===== config.mk =====
export PLATFORM = sky130hd
export DESIGN_NAME = udp_cmd_rx_parser
export DESIGN_NICKNAME = d
export VERILOG_FILES = /design/src/rtl/udp_cmd_rx_parser.sv
export SDC_FILE = /design/constraint.sdc
export NUM_CORES = 1
export LEC_CHECK = 0
export BUFFER_PORTS_ARGS = -buffer_cell sky130_fd_sc_hd__buf_2
export CAP_MARGIN = 20
export CELL_PAD_IN_SITES_DETAIL_PLACEMENT = 0
export CELL_PAD_IN_SITES_GLOBAL_PLACEMENT = 1
export CORE_MARGIN = 5
export CORE_UTILIZATION = 36
export DETAILED_ROUTE_END_ITERATION = 12
export PLACE_DENSITY_LB_ADDON = 0.1
export REMOVE_ABC_BUFFERS = 1
export SLEW_MARGIN = 10
export SYNTH_ARGS = -nofsm -noshare
export SYNTH_HDL_FRONTEND = slang
export SYNTH_SLANG_ARGS = --single-unit

===== constraint.sdc =====
create_clock -name udp_rx_clk -period 2.4 [get_ports udp_rx_clk]
set_clock_uncertainty 0.15 [all_clocks]
set_input_delay 0 -clock udp_rx_clk [delete_from_list [all_inputs] [get_ports udp_rx_clk]]
set_output_delay 0 -clock udp_rx_clk [all_outputs]
set_load 0.005 [all_outputs]

===== src/rtl/udp_cmd_rx_parser.sv =====
// Frames UDP receive payloads and decodes 3-byte key commands into a one-cycle strobe,
// a sticky last-command register and saturating good/bad packet counters.
module udp_cmd_rx_parser #(
    parameter int          CMD_LEN       = 3,
    parameter logic [23:0] CMD_A_PATTERN = 24'hFF8E7E,
    parameter logic [23:0] CMD_B_PATTERN = 24'h00FF66,
    parameter int          CNT_W         = 16
) (
    input  logic             udp_rx_clk,
    input  logic             reset,
    input  logic             app_rx_data_valid,
    input  logic [7:0]       app_rx_data,
    input  logic [15:0]      app_rx_data_length,
    output logic             cmd_valid,
    output logic [1:0]       cmd_code,
    output logic [23:0]      last_cmd,
    output logic [CNT_W-1:0] pkt_ok_cnt,
    output logic [CNT_W-1:0] pkt_err_cnt
);

    localparam int BC_W = $clog2(CMD_LEN + 1);

    typedef enum logic [2:0] {
        S_RESYNC,
        S_IDLE,
        S_RECV,
        S_DROP,
        S_DONE
    } state_t;

    state_t            state_q, state_d;
    logic [BC_W-1:0]   byte_cnt_q, byte_cnt_d;
    logic [23:0]       cap_q, cap_d;
    logic              cmd_valid_q, cmd_valid_d;
    logic [1:0]        cmd_code_q, cmd_code_d;
    logic [23:0]       last_cmd_q, last_cmd_d;
    logic [CNT_W-1:0]  ok_cnt_q, ok_cnt_d;
    logic [CNT_W-1:0]  err_cnt_q, err_cnt_d;

    function automatic logic [CNT_W-1:0] sat_inc(input logic [CNT_W-1:0] v);
        return (&v) ? v : v + 1'b1;
    endfunction

    always_comb begin
        state_d     = state_q;
        byte_cnt_d  = byte_cnt_q;
        cap_d       = cap_q;
        cmd_valid_d = 1'b0;
        cmd_code_d  = cmd_code_q;
        last_cmd_d  = last_cmd_q;
        ok_cnt_d    = ok_cnt_q;
        err_cnt_d   = err_cnt_q;

        case (state_q)
            S_RESYNC: begin
                if (!app_rx_data_valid) state_d = S_IDLE;
            end
            S_IDLE: begin
                if (app_rx_data_valid) begin
                    if (app_rx_data_length == 16'(CMD_LEN)) begin
                        cap_d      = {cap_q[15:0], app_rx_data};
                        byte_cnt_d = BC_W'(1);
                        state_d    = S_RECV;
                    end else begin
                        state_d = S_DROP;
                    end
                end
            end
            S_RECV: begin
                if (app_rx_data_valid) begin
                    if (byte_cnt_q < BC_W'(CMD_LEN)) begin
                        cap_d      = {cap_q[15:0], app_rx_data};
                        byte_cnt_d = byte_cnt_q + 1'b1;
                    end else begin
                        state_d = S_DROP;
                    end
                end else if (byte_cnt_q == BC_W'(CMD_LEN)) begin
                    state_d = S_DONE;
                end else begin
                    err_cnt_d = sat_inc(err_cnt_q);
                    state_d   = S_IDLE;
                end
            end
            S_DROP: begin
                if (!app_rx_data_valid) begin
                    err_cnt_d = sat_inc(err_cnt_q);
                    state_d   = S_IDLE;
                end
            end
            S_DONE: begin
                if (cap_q == CMD_A_PATTERN) begin
                    cmd_valid_d = 1'b1;
                    cmd_code_d  = 2'b01;
                    last_cmd_d  = cap_q;
                    ok_cnt_d    = sat_inc(ok_cnt_q);
                end else if (cap_q == CMD_B_PATTERN) begin
                    cmd_valid_d = 1'b1;
                    cmd_code_d  = 2'b10;
                    last_cmd_d  = cap_q;
                    ok_cnt_d    = sat_inc(ok_cnt_q);
                end else begin
                    err_cnt_d = sat_inc(err_cnt_q);
                end
                // A packet starting in the gap cycle cannot be framed; swallow it uncounted.
                state_d = app_rx_data_valid ? S_RESYNC : S_IDLE;
            end
            default: state_d = S_RESYNC;
        endcase
    end

    always_ff @(posedge udp_rx_clk) begin
        if (reset) begin
            state_q     <= S_RESYNC;
            byte_cnt_q  <= '0;
            cmd_valid_q <= 1'b0;
            cmd_code_q  <= 2'b00;
            last_cmd_q  <= 24'h0;
            ok_cnt_q    <= '0;
            err_cnt_q   <= '0;
        end else begin
            state_q     <= state_d;
            byte_cnt_q  <= byte_cnt_d;
            cmd_valid_q <= cmd_valid_d;
            cmd_code_q  <= cmd_code_d;
            last_cmd_q  <= last_cmd_d;
            ok_cnt_q    <= ok_cnt_d;
            err_cnt_q   <= err_cnt_d;
        end
    end

    always_ff @(posedge udp_rx_clk) begin
        cap_q <= cap_d;
    end

    assign cmd_valid   = cmd_valid_q;
    assign cmd_code    = cmd_code_q;
    assign last_cmd    = last_cmd_q;
    assign pkt_ok_cnt  = ok_cnt_q;
    assign pkt_err_cnt = err_cnt_q;

endmodule


## Word level (Yosys, flattened, before mapping)

Cells that the tools add are included.

| word-level totals | value |
|---|---|
| bits in registers | 88 |
| bits of input ports | 27 |
| output and inout port bits | 59 |
| word-level logic and storage cells | 78 |

| operators by class | value |
|---|---|
| add/subtract/negate cells | 3 |
| order comparisons | 1 |
| eq/ne operators | 19 |
| muxes and demuxes | 34 |
| bitwise gates (word level) | 1 |
| reduce and logical (&&, ||, !) cells | 12 |

Operators by type and width:

| operator | count |
|---|---|
| 16-bit two-way mux | 9 |
| 24-bit two-way mux | 6 |
| 16-bit one-hot mux with 3 select lines | 1 |
| 24-bit one-hot mux with 2 select lines | 1 |
| 16-bit by 1-bit adder with 16-bit output, second input constant | 2 |
| 16-bit AND reduction | 2 |
| 24-bit by 16-bit equality test with 1-bit output, second input constant | 1 |
| 24-bit equality test, second input constant | 1 |
| 2-bit != test, second input constant | 10 |
| 16-bit by 2-bit equality test with 1-bit output, second input constant | 1 |
| 3-bit two-way mux | 5 |
| 2-bit two-way mux | 6 |
| 3-bit one-hot mux with 4 select lines | 1 |
| 3-bit by 2-bit equality test with 1-bit output, second input constant | 2 |
| 6-bit AND reduction | 1 |
| 5-bit AND reduction | 1 |
| 1-bit two-way mux | 4 |
| 2-bit one-hot mux with 2 select lines | 1 |
| 2-bit nonzero test | 2 |
| 2-bit OR reduction | 2 |
| 3-bit by 1-bit equality test with 1-bit output, second input constant | 1 |
| 3-bit equality test, second input constant | 1 |
| 3-bit zero test | 1 |
| 3-bit != test, second input constant | 1 |
| 7 further kinds | 7 |

## Depth between registers and ports, before layout

Gate-level depths: netlist of run 1.

| logic depth | value |
|---|---|
| depth after elaboration | 5 |
| mapped depth | 8 |
| gate-level depth less buffers | 6 |

## Worst setup path before layout of run 1

OpenSTA, ideal clock, no wires.

| timing path | value |
|---|---|
| kind | register -> register |
| from | reg cap_q[8] |
| to | reg ok_cnt_q[12] (netlist: pkt_ok_cnt[12]) |
| library setup time | 0.123 ns |
| data arrival time | 1.965 ns |
| data required time | 2.127 ns |
| path slack | 0.162 ns |
| cell stages (with the launch flop) | 7 |
| path buffers | 1 |
| period minus slack after synthesis | 2.238 ns |
| cells stage by stage | edfxtp_1 > or4b_4 > nor4_4 > o211ai_2 > buf_6 > nor3_1 > mux2_1 |

| on the way | value |
|---|---|
| longest elaborated chain between the ends | 3 |
| elaborated cells on any way between the ends | 5 |
| classes of those cells | 2 x eq/ne; 1 x mux; 2 x reduce/logical |

Ends and longest elaborated chain:

| element | line | source |
|---|---|---|
| from (decl) | 33 | `logic [23:0] cap_q, cap_d;` |
| from (signal assigned) | 132 | `cap_q <= cap_d;` |
| 24-bit equality test or 24-bit by 16-bit equality test with 1-bit output (tied branches) | 91, 96 |  |
| 2-bit nonzero test (no line) | n/a |  |
| 2-bit AND reduction (no line) | n/a |  |
| to (signal assigned) | 126 | `ok_cnt_q <= ok_cnt_d;` |
| to (decl) | 37 | `logic [CNT_W-1:0] ok_cnt_q, ok_cnt_d;` |

Parallel ways exist; a longest one is shown, timed or not.
A chain may end at the register's enable or synchronous reset.

## Worst setup path after layout of run 1

| timing path | value |
|---|---|
| from | reg cap_q[8] |
| to | reg ok_cnt_q[14] (netlist: pkt_ok_cnt[14]) |

The elaborated chain is that of the path after synthesis.

==> impl_metrics.json, run 1 <==
{
  "cellInternalPower_w": 0.002079,
  "critPathCaptureType": "register",
  "core_area_sq_um": 9864,
  "postSynthRegisterBits": 88,
  "p_clk_frac": 0.401,
  "grt_use_total": 0.1392,
  "area_added_between_synthesis_and_finish_pct": 30.58,
  "sequentialPowerShare": 0.565,
  "std_cell_rows": 36,
  "report.final.hold_viol_count": 0,
  "max-cap-violations": 0,
  "detailed_place_hpwl_um": 6259,
  "globalRoute.totalOverflow": 0,
  "tritoncts_num_sinks": 88,
  "finalCriticalPeriod_ns": 2.374,
  "dp_slack_ns": 0.05769,
  "fraction_of_the_yosys_area_taken_by_sequential_cells": 0.5461,
  "antenna_violating_nets_post_route": 0,
  "holdCritPathClass": "input pin to register",
  "effective_utilization_at_floorplan": 0.3716,
  "layout.cell_area.non_filler_sq_um": 4787,
  "finalSetupViolations": 0,
  "count_of_buffers_from_port_buffering": 85,
  "worstSetupPathType": "register to register",
  "ir_drop_mv": 0.3190,
  "rsz0062_at_grt": "true",
  "drt-vias-per-instance": 5.156,
  "wirelength_um": 8819,
  "ys_async_sr_fraction": 0,
  "path_clk_slew_ns": 0.10,
  "grt_start_max_net_pins": 37,
  "grt_antenna_before_repair": 0,
  "post_route_cells_drive_above_1_share": 0.2961,
  "synth_most_common_cell": "sky130_fd_sc_hd__dfxtp_1",
  "ys_dominant_reg_cell": "sky130_fd_sc_hd__dfxtp_1",
  "critical_path_arrival_ns": 2.50,
  "synth_area_leaders": "sky130_fd_sc_hd__dfxtp_1 35%, sky130_fd_sc_hd__edfxtp_1 20%, sky130_fd_sc_hd__nor2_1 3.9%, sky130_fd_sc_hd__o21a_1 3.5%, sky130_fd_sc_hd__a21oi_1 3.4%",
  "n_antenna_cell": 0,
  "grt_pass1_vias": 2945,
  "instance_count_along_the_most_critical_hold_path": 2,
  "power-per-cell-area_nw_per_um2": 566.6,
  "htree_num_levels": 3,
  "tritoncts": "built",
  "synthDistinctLibCells": 47,
  "postPlaceCellArea_sq_um": 4409,
  "clk_latency_ns": 0.36,
  "finalSetupTns_ns": 0,
  "boundary_pins": 86,
  "postLayoutSetupSlackWorst_ns": 0.02636,
  "worstPathRequired_ns": 2.53,
  "max-clock-path-buffers": 2,
  "drc": 0,
  "power.share.switching": 0.2337,
  "starting_drc_count_in_detailed_routing": 113,
  "p_leak_nw": 1.883,
  "synthesis.yosys.warnings": 0,
  "syn_inst": 359,
  "relSlewSlack": 0.5208,
  "regToRegStartpoint": "cap_q[8]$_DFFE_PP_",
  "actual_transition_at_the_worst_max_transition_pin_ns": 0.7189,
  "critical_path_peak_fanout": 7,
  "r2r_cells": 6,
  "synth_largest_type_area_fraction": 0.3495,
  "r2r_setup_slack_ns": 0.03,
  "min-delay-start": "reset",
  "drt-wirelength-per-cell_um": 14.32,
  "post_synth_most_frequent_cells": "64 x sky130_fd_sc_hd__dfxtp_1, 38 x sky130_fd_sc_hd__nor2_1, 25 x sky130_fd_sc_hd__a21oi_1",
  "floorplan.die.height_um": 110.9,
  "synth_largest_area_cell": "sky130_fd_sc_hd__dfxtp_1",
  "synth.cell_area_sq_um": 3666,
  "number_of_filler_instances_in_the_final_layout": 954,
  "root_buffer": "sky130_fd_sc_hd__clkbuf_8",
  "power.switching_w": 0.0006338,
  "place_congestion": 0.7740,
  "pwr-share-comb": 0.034,
  "placed_cells": 588,
  "cts-buffers-inserted": 9,
  "layoutNonFillerInstCount": 616,
  "timing_max_transition_violations_final": 0,
  "drt-pass1-iter-count": 4,
  "edff_count_synth": 24,
  "layout_worst_path_cycle_share": 0.9890,
  "die-width_um": 110.9,
  "grt_pass1_wl_um": 14250,
  "startpoint_type": "register",
  "max_freq_mhz": 421.3,
  "final_net_count": 508,
  "run_status": "finished, final reports clean",
  "postSynthAreaPerCell_sq_um": 10.21,
  "route.vias.total": 3176,
  "dieArea_sq_um": 12300,
  "startpoint": "cap_q[8]$_DFFE_PP_"
}
-- worst max-delay path: stages, from the launching register on --
cell and delay, ns:
sky130_fd_sc_hd__edfxtp_1 0.41, sky130_fd_sc_hd__or4b_4 0.57, sky130_fd_sc_hd__nor4_4 0.19, sky130_fd_sc_hd__o211ai_2 0.17, sky130_fd_sc_hd__buf_4 0.19, sky130_fd_sc_hd__or4_1 0.46, sky130_fd_sc_hd__a21oi_1 0.15
-- cells by family (layout without fill, tap and decap cells) --
family / count (synthesis) / after routing / share of synthesized area
compound gates: 77 / 77 / 0.1362
xor+xnor: 1 / 1 / 0.002390
fa+ha+maj: 3 / 3 / 0.01024
buf+inv: 24 / 148 / 0.02901
flops: 88 / 88 / 0.5461
mux: 7 / 7 / 0.02116
simple gates: 159 / 159 / 0.2549
-- layout by cell type (no fill, tap or decap), types with 9 or more instances in the layout --
master	Yosys	routed
sky130_fd_sc_hd__a21oi_1	25	24
sky130_fd_sc_hd__dfxtp_1	64	64
sky130_fd_sc_hd__clkbuf_8	0	9
sky130_fd_sc_hd__buf_2	7	85
sky130_fd_sc_hd__nand4_1	11	11
sky130_fd_sc_hd__dlygate4sd3_1	0	9
sky130_fd_sc_hd__or4_1	16	16
sky130_fd_sc_hd__nand2_1	15	14
sky130_fd_sc_hd__buf_4	0	26
sky130_fd_sc_hd__o21a_1	17	16
sky130_fd_sc_hd__o31ai_1	13	13
sky130_fd_sc_hd__nand3_1	17	17
sky130_fd_sc_hd__edfxtp_1	24	24
sky130_fd_sc_hd__nor2_1	38	38
-- through the flow --
stage,total power (W),util,hold WS [ns]
3_3_place_gp,0.001646,0.4470,0.02660
4_1_cts,0.002754,0.4774,0.01663
6_report,0.002713,0.4853,0.02158
2_1_floorplan,0.001593,-,-0.08093
5_1_grt,0.002835,0.4853,0.04348
3_5_place_dp,0.001648,0.4470,0.02810
-- sequential cells by signal, indices dropped and copies added, names as in the netlist --
signal / count
cap_q: 24
state_q: 3
pkt_ok_cnt: 16
cmd_valid: 1
cmd_code: 2
byte_cnt_q: 2
pkt_err_cnt: 16
last_cmd: 24
-- path summary, 6_finish.rpt --
kind	to
min reg2reg	cap_q[17]$_DFFE_PP_
max reg2reg	pkt_ok_cnt[14]$_SDFFE_PP0P_
min	last_cmd[2]$_SDFFE_PP0P_
max	pkt_ok_cnt[14]$_SDFFE_PP0P_
-- power groups by stage --
stage                     clock, W  combinational (W)  sequential [W]
after floorplan                  0          0.0000264         0.00157
after global placement           0          0.0000803         0.00157
after detailed placement         0          0.0000821         0.00157
after CTS                  0.00113          0.0000931         0.00153
after global routing       0.00120           0.000104         0.00153
final                      0.00109          0.0000927         0.00153
-- final cells by class --
| type | instances | area, sq um | area share |
|---|---|---|---|
| Sequential cell | 88 | 2002 | 0.4182 |
| Multi-Input combinational cell | 247 | 1578 | 0.3296 |
| Timing Repair Buffer | 124 | 800.8 | 0.1673 |
| Tap cell | 133 | 166.4 | 0.03476 |
| Clock buffer | 9 | 123.9 | 0.02588 |
| Clock inverter | 7 | 86.33 | 0.01803 |
| Inverter | 8 | 30.03 | 0.006273 |
-- timing repair --
action	CTS	global route
setup endpoints to repair	0	13
resized for setup	0	5
setup buffers	0	1
hold endpoints to repair	13	0
hold buffers	9	0
-- metal layers --
layer | global-route usage | share of wire
met4 | 0.02709 | 0.0056
met5 | 0 | 0
met1 | 0.1805 | 0.45
met3 | 0.04148 | 0.053
met2 | 0.2314 | 0.49
No activity file was read; power rests on OpenSTA's default activity.
==> run 2, diff against run 1 <==
--- a/config.mk
+++ b/config.mk
@@ -13,6 +13,7 @@
 export CORE_UTILIZATION = 36
 export DETAILED_ROUTE_END_ITERATION = 12
 export PLACE_DENSITY_LB_ADDON = 0.1
+export RECOVER_POWER = 100
 export REMOVE_ABC_BUFFERS = 1
 export SLEW_MARGIN = 10
 export SYNTH_ARGS = -nofsm -noshare
==> impl_metrics.json, run 2 (synthesized netlist as in run 1, its figures left out) <==
{
  "run_status": "finished, final reports clean",
  "timing_max_transition_violations_final": 0,
  "instance_count_along_the_most_critical_hold_path": 2,
  "min-delay-start": "reset",
  "postPlaceCellArea_sq_um": 4409,
  "max-clock-path-buffers": 2,
  "path_clk_slew_ns": 0.10,
  "relSlewSlack": 0.5242,
  "finalSetupTns_ns": 0,
  "r2r_setup_slack_ns": 0.03,
  "drt-wirelength-per-cell_um": 14.33,
  "layout_utilization": 0.4801,
  "power-per-cell-area_nw_per_um2": 572.3,
  "worstSetupPathType": "register to register",
  "grt_pass1_vias": 2945,
  "count_of_buffers_from_port_buffering": 85,
  "fin_worst_hold_slack_ns": 0.02220,
  "report.final.hold_viol_count": 0,
  "htree_num_levels": 3,
  "grt_start_max_net_pins": 37,
  "std_cell_rows": 36,
  "drt-vias-per-instance": 5.119,
  "antenna_violating_nets_post_route": 0,
  "layout_worst_path_cycle_share": 0.9891,
  "layout.cells.most_common_list": "64 x sky130_fd_sc_hd__dfxtp_1, 58 x sky130_fd_sc_hd__buf_2, 38 x sky130_fd_sc_hd__nor2_1",
  "final_net_count": 508,
  "tritoncts_num_sinks": 88,
  "boundary_pins": 86,
  "max-cap-violations": 0,
  "worstPathRequired_ns": 2.53,
  "critical_path_arrival_ns": 2.50,
  "clk_latency_ns": 0.36,
  "cts-buffers-inserted": 9,
  "grt_pass1_wl_um": 14250,
  "worstHoldEndpoint": "last_cmd[2]$_SDFFE_PP0P_",
  "floorplan.die.height_um": 110.9,
  "root_buffer": "sky130_fd_sc_hd__clkbuf_8",
  "actual_transition_at_the_worst_max_transition_pin_ns": 0.7137,
  "detailed_place_hpwl_um": 6259,
  "crit-reg2reg-capture": "pkt_ok_cnt[14]$_SDFFE_PP0P_",
  "rsz0062_at_grt": "true",
  "route.vias.total": 3153,
  "finalSetupViolations": 0,
  "max_freq_mhz": 421.3,
  "post_route_cells_drive_above_1_share": 0.2319,
  "ir_drop_mv": 0.3186,
  "postLayoutSetupSlackWorst_ns": 0.02620,
  "n_antenna_cell": 0,
  "critical_path_peak_fanout": 7,
  "effective_utilization_at_floorplan": 0.3716,
  "regToRegStartpoint": "cap_q[8]$_DFFE_PP_",
  "finalCriticalPeriod_ns": 2.374,
  "drt-pass1-iter-count": 4,
  "wirelength_um": 8825,
  "tritoncts": "built",
  "grt_antenna_before_repair": 0,
  "place_congestion": 0.7740,
  "grt_use_total": 0.1392,
  "area_added_between_synthesis_and_finish_pct": 29.18,
  "dieArea_sq_um": 12300,
  "layout.cell_area.non_filler_sq_um": 4736,
  "starting_drc_count_in_detailed_routing": 98,
  "startpoint_type": "register",
  "core_area_sq_um": 9864,
  "holdCritPathClass": "input pin to register",
  "dp_slack_ns": 0.05769,
  "r2r_cells": 6,
  "critPathCaptureType": "register",
  "die-width_um": 110.9,
  "p_leak_nw": 1.744,
  "globalRoute.totalOverflow": 0,
  "final_common_cell": "sky130_fd_sc_hd__dfxtp_1",
  "drc": 0
}
-- run 2: power by group --
group / internal [W] / switching [W] / total (W)
logic: 0.0000443 / 0.0000476 / 0.0000919
registers: 0.00153 / 0.00000479 / 0.00153
clock network: 0.000507 / 0.000580 / 0.00109
total: 0.00208 / 0.000632 / 0.00271
-- run 2: worst max-delay path: stages, from the launching register on --
cell and delay, ns:
sky130_fd_sc_hd__edfxtp_1 0.41, sky130_fd_sc_hd__or4b_4 0.57, sky130_fd_sc_hd__nor4_4 0.19, sky130_fd_sc_hd__o211ai_2 0.17
sky130_fd_sc_hd__buf_4 0.19, sky130_fd_sc_hd__or4_1 0.46, sky130_fd_sc_hd__a21oi_1 0.15
-- run 2: cell type report --
type / count / area [sq um]
multi-input combinational: 247 / 1578
inverter: 8 / 30.03
tap: 133 / 166.4
clock buffer: 9 / 123.9
sequential: 88 / 2002
fill: 971 / 5129
timing repair buffer: 124 / 749.5
clock inverter: 7 / 86.33
-- run 2: layer usage --
layer	part of all wire	track usage	vias to the layer above
li1	-	-	1589
met1	0.46	0.1805	1488
met4	0.0019	0.02709	0
met5	0	0	-
met2	0.49	0.2314	74
met3	0.052	0.04148	2
-- run 2: how the worst max path moves through the flow --
stage | start | slack [ns] | to | cells past startpoint
after global routing | cap_q[8]$_DFFE_PP_ | -0.04 | pkt_ok_cnt[14]$_SDFFE_PP0P_ | 6
after floorplan | cap_q[8]$_DFFE_PP_ | -0.40 | pkt_err_cnt[12]$_SDFFE_PP0P_ | 5
after CTS | cap_q[8]$_DFFE_PP_ | 0.02 | pkt_ok_cnt[14]$_SDFFE_PP0P_ | 6
after detailed placement | cap_q[8]$_DFFE_PP_ | 0.06 | pkt_ok_cnt[7]$_SDFFE_PP0P_ | 6
final | cap_q[8]$_DFFE_PP_ | 0.03 | pkt_ok_cnt[14]$_SDFFE_PP0P_ | 6
after global placement | cap_q[8]$_DFFE_PP_ | 0.09 | pkt_ok_cnt[14]$_SDFFE_PP0P_ | 6
-- run 2: timing repair --
action,CTS,global route
setup endpoints to repair,0,13
setup buffers,0,1
hold buffers,9,0
resized for setup,0,5
endpoints found under the hold margin,13,0
-- run 2: stage by stage --
stage                     cells  power, W
after floorplan             343  0.001593
after global placement      588  0.001646
after detailed placement    588  0.001648
after CTS                   613  0.002754
after global routing        616  0.002835
final                       616  0.002710
